--- src/rtl/pgm_gfx_ddram_bridge.sv ---
// Graphics-ROM read responder and ROM-download word packer on the MiSTer DDRAM Avalon-MM port.
// Define PGM_GFX_LINE_CACHE_EN to add a single-line cache of the last DDR read.
module pgm_gfx_ddram_bridge #(
    parameter logic [28:0] BASE_ADDR = 29'h0600000,
    parameter int          DL_ADDR_W = 27
) (
    input  logic                 clk,
    input  logic                 reset,
    input  logic                 req_rd,
    input  logic [28:0]          req_addr,
    output logic                 req_busy,
    output logic [63:0]          req_dout,
    output logic                 req_dout_ready,
    input  logic                 dl_wr,
    input  logic [DL_ADDR_W-1:0] dl_addr,
    input  logic [15:0]          dl_data,
    input  logic                 dl_flush,
    output logic                 dl_busy,
    input  logic                 ddr_busy,
    output logic [28:0]          ddr_addr,
    output logic [7:0]           ddr_burstcnt,
    output logic                 ddr_rd,
    output logic                 ddr_we,
    output logic [63:0]          ddr_din,
    output logic [7:0]           ddr_be,
    input  logic [63:0]          ddr_dout,
    input  logic                 ddr_dout_ready
);
    // IDLE wait | RD_ISSUE read cmd out | RD_WAIT await beat | WR_ISSUE pack write out | HIT cached line
    typedef enum logic [2:0] {IDLE, RD_ISSUE, RD_WAIT, WR_ISSUE, HIT} state_t;

    state_t               state;
    logic [63:0]          pack, pack_nxt;
    logic [3:0]           mask, mask_nxt;
    logic [DL_ADDR_W-4:0] pack_addr, pack_addr_nxt;
    logic [7:0]           be_nxt;
    logic [1:0]           lane;
    logic                 wr_pend, wr_set, dl_take, hit;
    logic                 unused_dl_addr;

`ifdef PGM_GFX_LINE_CACHE_EN
    logic [28:0] tag;
    logic        valid;
    assign hit = valid && (tag == req_addr);
`else
    assign hit = 1'b0;
`endif

    assign unused_dl_addr = dl_addr[0];
    assign lane           = dl_addr[2:1];
    assign dl_take        = dl_wr && !wr_pend;
    assign ddr_burstcnt   = 8'd1;
    assign dl_busy        = wr_pend;
    assign req_busy       = (state != IDLE) || wr_pend;

    // Next pack contents include this cycle's word so a write that becomes pending now wins over a read.
    always_comb begin
        pack_nxt      = pack;
        mask_nxt      = mask;
        pack_addr_nxt = pack_addr;
        be_nxt        = 8'd0;
        if (dl_take) begin
            pack_nxt[{lane, 4'b0000} +: 16] = dl_data;
            mask_nxt[lane]                  = 1'b1;
            pack_addr_nxt                   = dl_addr[DL_ADDR_W-1:3];
        end
        wr_set = !wr_pend && ((dl_take && lane == 2'd3) || (dl_flush && mask_nxt != 4'd0));
        for (int i = 0; i < 4; i++) be_nxt[2*i +: 2] = {2{mask_nxt[i]}};
    end

    always_ff @(posedge clk) begin
        if (reset) begin
            state          <= IDLE;
            ddr_rd         <= 1'b0;
            ddr_we         <= 1'b0;
            req_dout_ready <= 1'b0;
            req_dout       <= '0;
            ddr_addr       <= '0;
            ddr_din        <= '0;
            ddr_be         <= '0;
            pack           <= '0;
            mask           <= '0;
            pack_addr      <= '0;
            wr_pend        <= 1'b0;
`ifdef PGM_GFX_LINE_CACHE_EN
            tag            <= '0;
            valid          <= 1'b0;
`endif
        end else begin
            req_dout_ready <= 1'b0;
            pack           <= pack_nxt;
            mask           <= mask_nxt;
            pack_addr      <= pack_addr_nxt;
            if (wr_set) wr_pend <= 1'b1;
            case (state)
                IDLE: begin
                    if (wr_pend || wr_set) begin
                        ddr_we   <= 1'b1;
                        ddr_addr <= BASE_ADDR + 29'(pack_addr_nxt);
                        ddr_din  <= pack_nxt;
                        ddr_be   <= be_nxt;
                        state    <= WR_ISSUE;
`ifdef PGM_GFX_LINE_CACHE_EN
                        if (tag == 29'(pack_addr_nxt)) valid <= 1'b0;
`endif
                    end else if (req_rd && !req_dout_ready) begin
                        // The ready-pulse cycle still sees the old request held high; skip it.
                        if (hit) begin
                            state <= HIT;
                        end else begin
                            ddr_addr <= BASE_ADDR + req_addr;
                            ddr_rd   <= 1'b1;
                            state    <= RD_ISSUE;
                        end
                    end
                end
                RD_ISSUE: begin
                    if (!ddr_busy) begin
                        ddr_rd <= 1'b0;
                        state  <= RD_WAIT;
                    end
                end
                RD_WAIT: begin
                    if (ddr_dout_ready) begin
                        req_dout       <= ddr_dout;
                        req_dout_ready <= 1'b1;
                        state          <= IDLE;
`ifdef PGM_GFX_LINE_CACHE_EN
                        tag            <= ddr_addr - BASE_ADDR;
                        valid          <= 1'b1;
`endif
                    end
                end
                WR_ISSUE: begin
                    if (!ddr_busy) begin
                        ddr_we  <= 1'b0;
                        pack    <= '0;
                        mask    <= '0;
                        wr_pend <= 1'b0;
                        state   <= IDLE;
                    end
                end
                HIT: begin
                    req_dout_ready <= 1'b1;
                    state          <= IDLE;
                end
                default: state <= IDLE;
            endcase
        end
    end
endmodule

--- config.mk ---
export PLATFORM = sky130hd
export DESIGN_NAME = pgm_gfx_ddram_bridge
export DESIGN_NICKNAME = d
export VERILOG_FILES = /design/src/rtl/pgm_gfx_ddram_bridge.sv
export SDC_FILE = /design/constraint.sdc
export NUM_CORES = 1
export LEC_CHECK = 0
export CORE_MARGIN = 4
export CORE_UTILIZATION = 45
export CTS_CLUSTER_SIZE = 16
export DETAILED_ROUTE_END_ITERATION = 10
export GPL_ROUTABILITY_DRIVEN = 0
export PLACE_DENSITY = 0.88
export SYNTH_ARGS = -nofsm -noshare
export SYNTH_HDL_FRONTEND = slang
export SYNTH_SLANG_ARGS = --single-unit
--- constraint.sdc ---
create_clock -name clk -period 2.6 [get_ports clk]
set_input_delay 0.52 -clock clk [delete_from_list [all_inputs] [get_ports clk]]
set_output_delay 0.52 -clock clk [all_outputs]
set_load 0.05 [all_outputs]
# --- Word level (Yosys, flattened, before mapping) ---
# Index checks and enable logic that the tools add are counted.
classes:
  addsub: 3
  n_lt_le_gt_ge: 2
  n_eq_ne: 12
  shift: 2
  muxes: 29
  bitwise_logic: 1
  reduce_logical: 23
op_table:
  columns: ["cell", "n"]
  rows:
  - ["two-way mux 64 bit", 3]
  - ["bitwise mux 64 bit", 1]
  - ["variable shift 16 x 8 -> 64 bit (first input constant)", 1]
  - ["indexed part select 16 x 8 -> 64 bit", 1]
  - ["two-way mux 29 bit", 2]
  - ["adder 23 x 29 -> 29 bit (first input constant)", 1]
  - ["adder 23 x 24 -> 25 bit (first input constant)", 1]
  - ["two-way mux 24 bit", 1]
  - ["two-way mux 3 bit", 5]
  - ["two-way mux 4 bit", 3]
  - ["inequality test 2 bit (second input constant)", 6]
  - ["case mux 3 bit (4 select lines)", 1]
  - ["two-way mux 1 bit", 9]
  - ["negator 6 -> 8 bit", 1]
  - ["AND reduction 4 bit", 2]
  - ["== test 3 x 2 -> 1 bit (second input constant)", 2]
  - ["logical AND 1 bit", 6]
  - ["case mux 1 bit (2 select lines)", 3]
  - ["AND reduction 2 bit", 3]
  - ["nonzero test 2 bit", 3]
  - ["OR 4 bit", 1]
  - ["nonzero test 4 bit", 1]
  - ["== test 3 x 1 -> 1 bit (second input constant)", 1]
  - ["== test 3 bit (second input constant)", 1]
  - ["other kinds (10)", 13]
word_totals:
  reg_bits: 263
  in_bits: 143
  output_inout_bits: 178
  elab_cells: 84

# --- Logic depth before layout (Yosys ltp) ---
# Gate-level depths: netlist of the first run.
logic_depth:
  word_depth: 13
  mapped_depth: 9

# --- Least setup slack after synthesis of the first run ---
# No wires, ideal clock.
synth_path:
  path_kind: "register -> register"
  startpoint: "register wr_pend, in the netlist dl_busy"
  endpoint: "register ddr_addr[22]"
  setup_ps: 60
  t_arrival_ps: 2103
  t_required_ps: 2540
  setup_slack_ps: 437
  stages_incl_launch_ff: 8
  path_cell_list: "dfxtp_1 > nand2b_1 > buf_2 > buf_2 > mux2i_1 > ha_1 > nor4_1 > a221o_1"
synth_via:
  elab_chain_cells: 10
  elab_cells_between_ends: 14
synth_lines:
  columns: ["element", "line", "source"]
  rows:
  - ["start: declaration", "38", "logic wr_pend, wr_set, dl_take, hit;"]
  - ["start signal: assignment", "84", "wr_pend <= 1'b0;"]
  - ["start signal: assignment", "94", "if (wr_set) wr_pend <= 1'b1;"]
  - ["start signal: assignment", "139", "wr_pend <= 1'b0;"]
  - ["branches (longest 10 deep; another with adder 23 x 24 -> 25 bit)", null, null]
  - ["end signal: assignment", "99", "ddr_addr <= BASE_ADDR + 29'(pack_addr_nxt);"]
  - ["end signal: assignment", "111", "ddr_addr <= BASE_ADDR + req_addr;"]
  - ["end: declaration", "20", "output logic [28:0] ddr_addr,"]
# Several ways; the timed one is not identified.
# A chain may end at the register's enable or synchronous reset.

==> run_summary.xml, run 1 <==
<?xml version="1.0" encoding="UTF-8"?>
<metrics>
  <group name="outcome">
    <metric name="outcome" unit="">complete, no violations</metric>
  </group>
  <group name="cts">
    <metric name="ctsRootBufferMaster" unit="">clkbuf_16</metric>
    <metric name="hold_buffers" unit="">0</metric>
    <metric name="cts.repair_timing.setup_buffer_count" unit="">0</metric>
    <metric name="inserted_clock_buffers" unit="">26</metric>
    <metric name="clkSlewWorstSetupHoldPaths" unit="ps">60</metric>
    <metric name="ctsHtreeMaxLevel" unit="">1</metric>
    <metric name="cts.sinks" unit="">259</metric>
    <metric name="cts_tree" unit="">built</metric>
    <metric name="post_cts_resized" unit="">0</metric>
    <metric name="worstSkewPairLatency" unit="ps">540</metric>
    <metric name="clock_tree.buffer_depth" unit="">3</metric>
  </group>
  <group name="logic_synthesis">
    <metric name="synthTopCellsByArea" unit="">dfxtp_1, a21oi_1, nand2_1, a211oi_1, a22oi_1</metric>
    <metric name="synth_most_common_cell" unit="">dfxtp_1</metric>
    <metric name="netlist.area_leader.share" unit="%">54.9</metric>
    <metric name="synth_top_area_cell" unit="">dfxtp_1</metric>
    <metric name="synth_enable_flop_cells" unit="">0</metric>
    <metric name="netlist_top_cells_count" unit="">dfxtp_1, nand2_1, a21oi_1</metric>
    <metric name="ys.flop_type" unit="">dfxtp_1</metric>
    <metric name="synth-warning-count" unit="">0</metric>
    <metric name="yosys_register_bits" unit="">259</metric>
    <metric name="postSynth.asyncResetShare" unit="%">0</metric>
    <metric name="number_of_instances_in_the_synthesized_netlist" unit="">1044</metric>
    <metric name="sequential_share_of_the_synthesized_area" unit="%">54.9</metric>
    <metric name="synth.cell_area" unit="mm^2">0.00944</metric>
    <metric name="syn_avg_cell_area" unit="um^2">9.05</metric>
    <metric name="synth_cell_types" unit="">46</metric>
  </group>
  <group name="detailed_routing">
    <metric name="detail_route.first_pass.iterations" unit="">6</metric>
    <metric name="avgRoutedWirePerCell" unit="um">19.4</metric>
    <metric name="detail-route-antenna-nets" unit="">0</metric>
    <metric name="vias" unit="">9022</metric>
    <metric name="route.detailed.vias_per_inst" unit="">5.57</metric>
    <metric name="drc_errors" unit="">0</metric>
    <metric name="first_iter_violations" unit="">743</metric>
    <metric name="routed_wire_length" unit="um">31400</metric>
  </group>
  <group name="critical_path">
    <metric name="cp_data_required_time" unit="ps">2080</metric>
    <metric name="setup.worst_path.class" unit="">reg -&gt; out</metric>
    <metric name="cell_type_of_the_slowest_stage_on_the_worst_timing_path" unit="">clkdlybuf4s50_1</metric>
    <metric name="worst-endpoint-arrival" unit="ps">1810</metric>
    <metric name="startpoint_type" unit="">flop</metric>
    <metric name="path_max_fanout" unit="">3</metric>
    <metric name="critical_path.endpoint_type" unit="">output port</metric>
    <metric name="cp.buffers_inverters" unit="">1</metric>
    <metric name="timing.critical_path.slowest_cell_delay" unit="ps">880</metric>
    <metric name="cpLargestDelayFamily" unit="">buffers and inverters</metric>
    <metric name="crit_path_cell_trace" unit="">clkdlybuf4s50_1</metric>
  </group>
  <group name="job">
    <metric name="drv.max_cap_violation_count" unit="">0</metric>
  </group>
  <group name="layout">
    <metric name="final_nets" unit="">1483</metric>
    <metric name="design_area" unit="mm^2">0.0140</metric>
    <metric name="drive_gt1_share" unit="%">7.70</metric>
    <metric name="antennaDiodeCount" unit="">0</metric>
    <metric name="areaGrowthSynthToFinish" unit="%">47.9</metric>
  </group>
  <group name="floorplan">
    <metric name="height_of_the_die" unit="um">153</metric>
    <metric name="placement_rows" unit="">52</metric>
    <metric name="design.die.area" unit="mm^2">0.0234</metric>
    <metric name="boundaryPins" unit="">321</metric>
    <metric name="core_region_area" unit="mm^2">0.0204</metric>
    <metric name="dieWidth" unit="um">153</metric>
    <metric name="start_util" unit="%">46.2</metric>
  </group>
  <group name="global_routing">
    <metric name="globalRoute.totalOverflow" unit="">0</metric>
    <metric name="number_of_antenna_violations_at_the_first_check_in_global_routing" unit="">0</metric>
    <metric name="grt_max_degree" unit="">71</metric>
    <metric name="first_global_vias" unit="">8715</metric>
    <metric name="wire_length_of_the_first_global_routing_pass" unit="um">48800</metric>
    <metric name="grt.total_usage" unit="%">25.2</metric>
  </group>
  <group name="pwr">
    <metric name="total_power" unit="W">0.0124</metric>
    <metric name="peakVddDrop" unit="mV">0.633</metric>
    <metric name="total_power_density_per_cell_area" unit="mW/mm^2">890</metric>
    <metric name="p_leak" unit="nW">5.12</metric>
  </group>
  <group name="place">
    <metric name="hpwl" unit="um">21400</metric>
    <metric name="io_buffers" unit="">311</metric>
    <metric name="post_dp_cell_area" unit="mm^2">0.0131</metric>
  </group>
  <group name="timing">
    <metric name="maxSlewHeadroom" unit="%">51.1</metric>
    <metric name="timing.final.crit_share" unit="%">89.6</metric>
    <metric name="final_critical_path_required_period" unit="ps">2330</metric>
    <metric name="worst_pin_slew" unit="ps">732</metric>
    <metric name="drv_slew" unit="">0</metric>
    <metric name="final-setup-viol-count" unit="">0</metric>
    <metric name="fmax" unit="GHz">0.429</metric>
    <metric name="rsz0062_at_grt" unit="">no</metric>
    <metric name="timing.final.hold_violations" unit="">0</metric>
    <metric name="clock-skew-final" unit="ps">18.0</metric>
  </group>
  <group name="min_path">
    <metric name="holdCritPathClass" unit="">reg -&gt; reg</metric>
  </group>
</metrics>
layout by cell type, fill, tap and decap left out, types with 2 or more instances in the layout:
cell,instances
and4_1,2
nor2_1,79
ha_1,10
o21ai_0,7
and3_1,21
nand4_1,4
nor2b_1,3
xnor2_1,3
clkdlybuf4s50_1,309
a22oi_1,64
xor2_1,4
dfxtp_1,259
a221o_1,23
clkbuf_16,26
a211oi_1,72
clkinv_2,8
buf_12,21
bufinv_16,3
conb_1,8
inv_1,7
o211ai_1,3
buf_4,26
nor2_4,2
clkbuf_8,7
nand2_1,181
a21oi_1,165
mux2i_1,3
clkbuf_1,3
a21o_2,2
a21o_1,2
cell families (layout without fill, tap and decap cells):
logic type | count (synthesis) | count (layout) | synth area share, %
AOI/OAI and AO/OA | 346 | 346 | 23.6
muxes | 3 | 3 | 0.318
DFF | 259 | 259 | 54.9
xor gates and xnor gates | 7 | 7 | 0.649
buffers and inverters | 112 | 412 | 5.42
adders and majority gates | 10 | 10 | 1.32
other | 2 | 8 | 0.0795
and+or+nand+nor | 305 | 305 | 13.7
registers in the layout, summed over array words and instances, names as in the netlist:
signal,flops
req_dout,64
pack_addr,24
ddr_din,64
ddr_addr,29
ddr_rd,1
state,2
mask,4
ddr_be,4
req_dout_ready,1
pack,64
dl_busy,1
ddr_we,1
per-layer routing:
layer / vias to the layer above / wire [um] / global-route usage (%)
met5: - / 0 / 0
met4: 0 / 921 / 7.21
met3: 67 / 2590 / 6.47
met2: 450 / 15400 / 43.0
met1: 4265 / 12500 / 31.7
li1: 4240 / - / -
layout make-up:
type	count	area [um^2]
clock inverter	12	146
fill	1508	6460
multi-input combinational	679	3790
timing repair buffer	357	3720
clock buffer	36	758
sequential	259	5180
tap	270	338
inverter	7	26.3
metrics by stage:
| step | worst slack (ps) | hold WS (ps) | util [%] | TNS [ps] | instances |
|---|---|---|---|---|---|
| finish | 271 | 453 | 68.4 | 0 | 1620 |
| global route | 209 | 474 | 68.4 | 0 | 1620 |
| CTS | 28.5 | 456 | 68.4 | 0 | 1620 |
| detailed placement | -165 | 447 | 63.9 | -9980 | 1572 |
| global placement | -117 | 441 | 63.9 | -7220 | 1572 |
| floorplan | 437 | 434 | - | 0 | 1050 |
where the power goes:
group | switching (W) | internal (W)
Sequential | 0.000247 | 0.00437
Clock | 0.00157 | 0.00234
Combinational | 0.00251 | 0.00139
final timing paths:
check,start,to,slack (ps),cells past startpoint
worst max-delay path,ddr_be[6]$_SDFFE_PP0P_,ddr_be[7],270,1
worst min-delay path,req_dout[56]$_SDFFE_PP0P_,req_dout[56]$_SDFFE_PP0P_,450,2
worst max register to register,dl_busy$_SDFF_PP0_,ddr_din[34]$_SDFFE_PP0P_,670,4
worst min register to register,req_dout[56]$_SDFFE_PP0P_,req_dout[56]$_SDFFE_PP0P_,450,2
Power figures use the tool's default switching activity.
==> run 2: changes to the inputs <==
--- a/config.mk
+++ b/config.mk
@@ -5,11 +5,11 @@
 export SDC_FILE = /design/constraint.sdc
 export NUM_CORES = 1
 export LEC_CHECK = 0
+export CAP_MARGIN = 20
 export CORE_MARGIN = 4
 export CORE_UTILIZATION = 45
 export CTS_CLUSTER_SIZE = 16
 export DETAILED_ROUTE_END_ITERATION = 10
-export GPL_ROUTABILITY_DRIVEN = 0
 export PLACE_DENSITY = 0.88
 export SYNTH_ARGS = -nofsm -noshare
 export SYNTH_HDL_FRONTEND = slang
==> results of run 2 <==
Same layout as run 1: the final DEF is identical, and so are final timing and power.
==> run 3: changes to the inputs <==
--- a/config.mk
+++ b/config.mk
@@ -7,10 +7,11 @@
 export LEC_CHECK = 0
 export CAP_MARGIN = 20
 export CORE_MARGIN = 4
-export CORE_UTILIZATION = 45
+export CORE_UTILIZATION = 41
 export CTS_CLUSTER_SIZE = 16
 export DETAILED_ROUTE_END_ITERATION = 10
-export PLACE_DENSITY = 0.88
+export HOLD_SLACK_MARGIN = 0.02
+export PLACE_DENSITY = 0.85
 export SYNTH_ARGS = -nofsm -noshare
 export SYNTH_HDL_FRONTEND = slang
 export SYNTH_SLANG_ARGS = --single-unit
==> constraint.sdc (replaced) <==
create_clock -name clk -period 1.95 [get_ports clk]
set_input_delay 0.39 -clock clk [delete_from_list [all_inputs] [get_ports clk]]
set_output_delay 0.39 -clock clk [all_outputs]
set_load 0.05 [all_outputs]
==> run_summary.xml, run 3 (synthesis gave the netlist of run 1 again) <==
<?xml version="1.0" encoding="UTF-8"?>
<metrics>
  <group name="detailed_routing">
    <metric name="vias" unit="">9052</metric>
    <metric name="detail_route.first_pass.iterations" unit="">5</metric>
    <metric name="first_iter_violations" unit="">799</metric>
    <metric name="route.detailed.vias_per_inst" unit="">5.48</metric>
    <metric name="drc_errors" unit="">0</metric>
    <metric name="routed_wire_length" unit="um">31900</metric>
    <metric name="detail-route-antenna-nets" unit="">0</metric>
    <metric name="avgRoutedWirePerCell" unit="um">19.3</metric>
  </group>
  <group name="floorplan">
    <metric name="boundaryPins" unit="">321</metric>
    <metric name="start_util" unit="%">41.7</metric>
    <metric name="core_region_area" unit="mm^2">0.0226</metric>
    <metric name="dieWidth" unit="um">160</metric>
    <metric name="design.die.area" unit="mm^2">0.0255</metric>
    <metric name="placement_rows" unit="">55</metric>
    <metric name="height_of_the_die" unit="um">160</metric>
  </group>
  <group name="layout">
    <metric name="design_area" unit="mm^2">0.0139</metric>
    <metric name="fill_cells" unit="">1831</metric>
    <metric name="areaGrowthSynthToFinish" unit="%">47.5</metric>
    <metric name="layout_commonest_cell" unit="">dfxtp_1</metric>
    <metric name="antennaDiodeCount" unit="">0</metric>
    <metric name="drive_gt1_share" unit="%">16.2</metric>
    <metric name="final_util" unit="%">61.5</metric>
    <metric name="biggestRegsByFlops" unit="">ddr_din x64, pack x64, req_dout x64</metric>
    <metric name="cell_count_final_fillers_out" unit="">1651</metric>
    <metric name="leading_cell_types_in_the_layout_fill_and_taps_excluded" unit="">dfxtp_1, nand2_1, a21oi_1</metric>
    <metric name="final_nets" unit="">1499</metric>
  </group>
  <group name="critical_path">
    <metric name="critical_path.endpoint_type" unit="">flop</metric>
    <metric name="worst-endpoint-arrival" unit="ps">2350</metric>
    <metric name="cp_data_required_time" unit="ps">2370</metric>
    <metric name="startpoint_type" unit="">flop</metric>
    <metric name="path_max_fanout" unit="">16</metric>
    <metric name="setup.worst_path.class" unit="">reg -&gt; reg</metric>
  </group>
  <group name="cts">
    <metric name="hold_buffers" unit="">0</metric>
    <metric name="clock_tree.buffer_depth" unit="">3</metric>
    <metric name="ctsRootBufferMaster" unit="">clkbuf_16</metric>
    <metric name="inserted_clock_buffers" unit="">27</metric>
    <metric name="clkSlewWorstSetupHoldPaths" unit="ps">60</metric>
    <metric name="worstSkewPairLatency" unit="ps">530</metric>
    <metric name="ctsHtreeMaxLevel" unit="">1</metric>
    <metric name="cts_tree" unit="">built</metric>
    <metric name="cts.sinks" unit="">259</metric>
  </group>
  <group name="outcome">
    <metric name="outcome" unit="">complete, no violations</metric>
  </group>
  <group name="place">
    <metric name="post_dp_cell_area" unit="mm^2">0.0130</metric>
    <metric name="placed_cells_incl_taps" unit="">1599</metric>
    <metric name="finalWeightedCongestion" unit="">0.842</metric>
    <metric name="io_buffers" unit="">311</metric>
    <metric name="hpwl" unit="um">22100</metric>
  </group>
  <group name="pwr">
    <metric name="p_leak" unit="nW">5.75</metric>
    <metric name="total_power" unit="W">0.0162</metric>
    <metric name="peakVddDrop" unit="mV">0.818</metric>
    <metric name="total_power_density_per_cell_area" unit="mW/mm^2">1160</metric>
  </group>
  <group name="timing">
    <metric name="maxSlewHeadroom" unit="%">61.1</metric>
    <metric name="final_critical_path_required_period" unit="ps">1930</metric>
    <metric name="timing.final.hold_violations" unit="">0</metric>
    <metric name="fmax" unit="GHz">0.518</metric>
    <metric name="drv_slew" unit="">0</metric>
    <metric name="setup_tns" unit="ps">0</metric>
    <metric name="clock-skew-final" unit="ps">16.9</metric>
    <metric name="worst_pin_slew" unit="ps">584</metric>
    <metric name="final-setup-viol-count" unit="">0</metric>
    <metric name="timing.final.crit_share" unit="%">98.9</metric>
  </group>
  <group name="global_routing">
    <metric name="first_global_vias" unit="">8785</metric>
    <metric name="grt_max_degree" unit="">71</metric>
    <metric name="wire_length_of_the_first_global_routing_pass" unit="um">49300</metric>
    <metric name="number_of_antenna_violations_at_the_first_check_in_global_routing" unit="">0</metric>
    <metric name="grt.total_usage" unit="%">23.3</metric>
    <metric name="globalRoute.totalOverflow" unit="">0</metric>
  </group>
  <group name="min_path">
    <metric name="holdCritPathClass" unit="">in -&gt; reg</metric>
  </group>
  <group name="job">
    <metric name="drv.max_cap_violation_count" unit="">0</metric>
  </group>
</metrics>
run 3: changes by cell type in the layout (fill, tap and decap cells not counted), moves of 3 or more:
cell / delta
buf_4: +83
clkbuf_16: +3
a211oi_2: +26
bufinv_16: -3
clkdlybuf4s50_1: -171
a211oi_1: -26
dlygate4sd2_1: +100
clkinvlp_4: +3
run 3: critical path: stages (launching register included):
cell and delay [ps]:
dfxtp_1 320, nor4_2 380, o21ai_4 130, a21oi_2 190
buf_6 150, nor2_4 40, buf_4 170, buf_12 160
a211oi_1 280
run 3: cell type report:
cell class | instances | area, um^2 | share of cell area [%]
multi-input combinational | 679 | 3960 | 28.4
sequential | 259 | 5190 | 37.2
clock inverter | 11 | 66.3 | 0.476
tap | 285 | 357 | 2.56
timing repair buffer | 372 | 3550 | 25.5
inverter | 7 | 26.3 | 0.189
clock buffer | 38 | 788 | 5.66
run 3: routing by layer:
metal  vias up  wire length [um]  GRT usage, %
met5         -                 0             0
met4         0              1030          6.96
met3        63              2340          4.46
met2       421             15800          40.1
met1      4302             12700          29.9
li1       4266                 -             -
run 3: timing repair:
| item | CTS | global route |
|---|---|---|
| pin swaps | 3 | 10 |
| setup buffers | 0 | 2 |
| resized for setup | 102 | 35 |
| setup endpoints to repair | 106 | 99 |
| endpoints found under the hold margin | 0 | 0 |
| cloned | 0 | 1 |
run 3: where the power goes:
| part | total, W | switching, W | internal (W) |
|---|---|---|---|
| Sequential | 0.00616 | 0.000329 | 0.00583 |
| Clock | 0.00494 | 0.00212 | 0.00282 |
| Combinational | 0.00509 | 0.00342 | 0.00168 |
| Total | 0.0162 | 0.00587 | 0.0103 |
run 3: metrics by stage:
stage	hold slack [ps]	setup WS, ps
2_1_floorplan	434	6.08
3_3_place_gp	441	-500
3_5_place_dp	446	-561
4_1_cts	336	2.11
5_1_grt	353	-34.3
6_report	351	21.1
run 3: path summary, 6_finish.rpt:
path	from	to	slack (ps)	cells after the start
worst max-delay path	mask[2]$_SDFF_PP0_	ddr_din[35]$_SDFFE_PP0P_	20	8
worst min-delay path	reset	pack_addr[0]$_SDFF_PP0_	350	2
worst max register to register	mask[2]$_SDFF_PP0_	ddr_din[35]$_SDFFE_PP0P_	20	8
worst min register to register	req_dout[17]$_SDFFE_PP0P_	req_dout[17]$_SDFFE_PP0P_	450	2
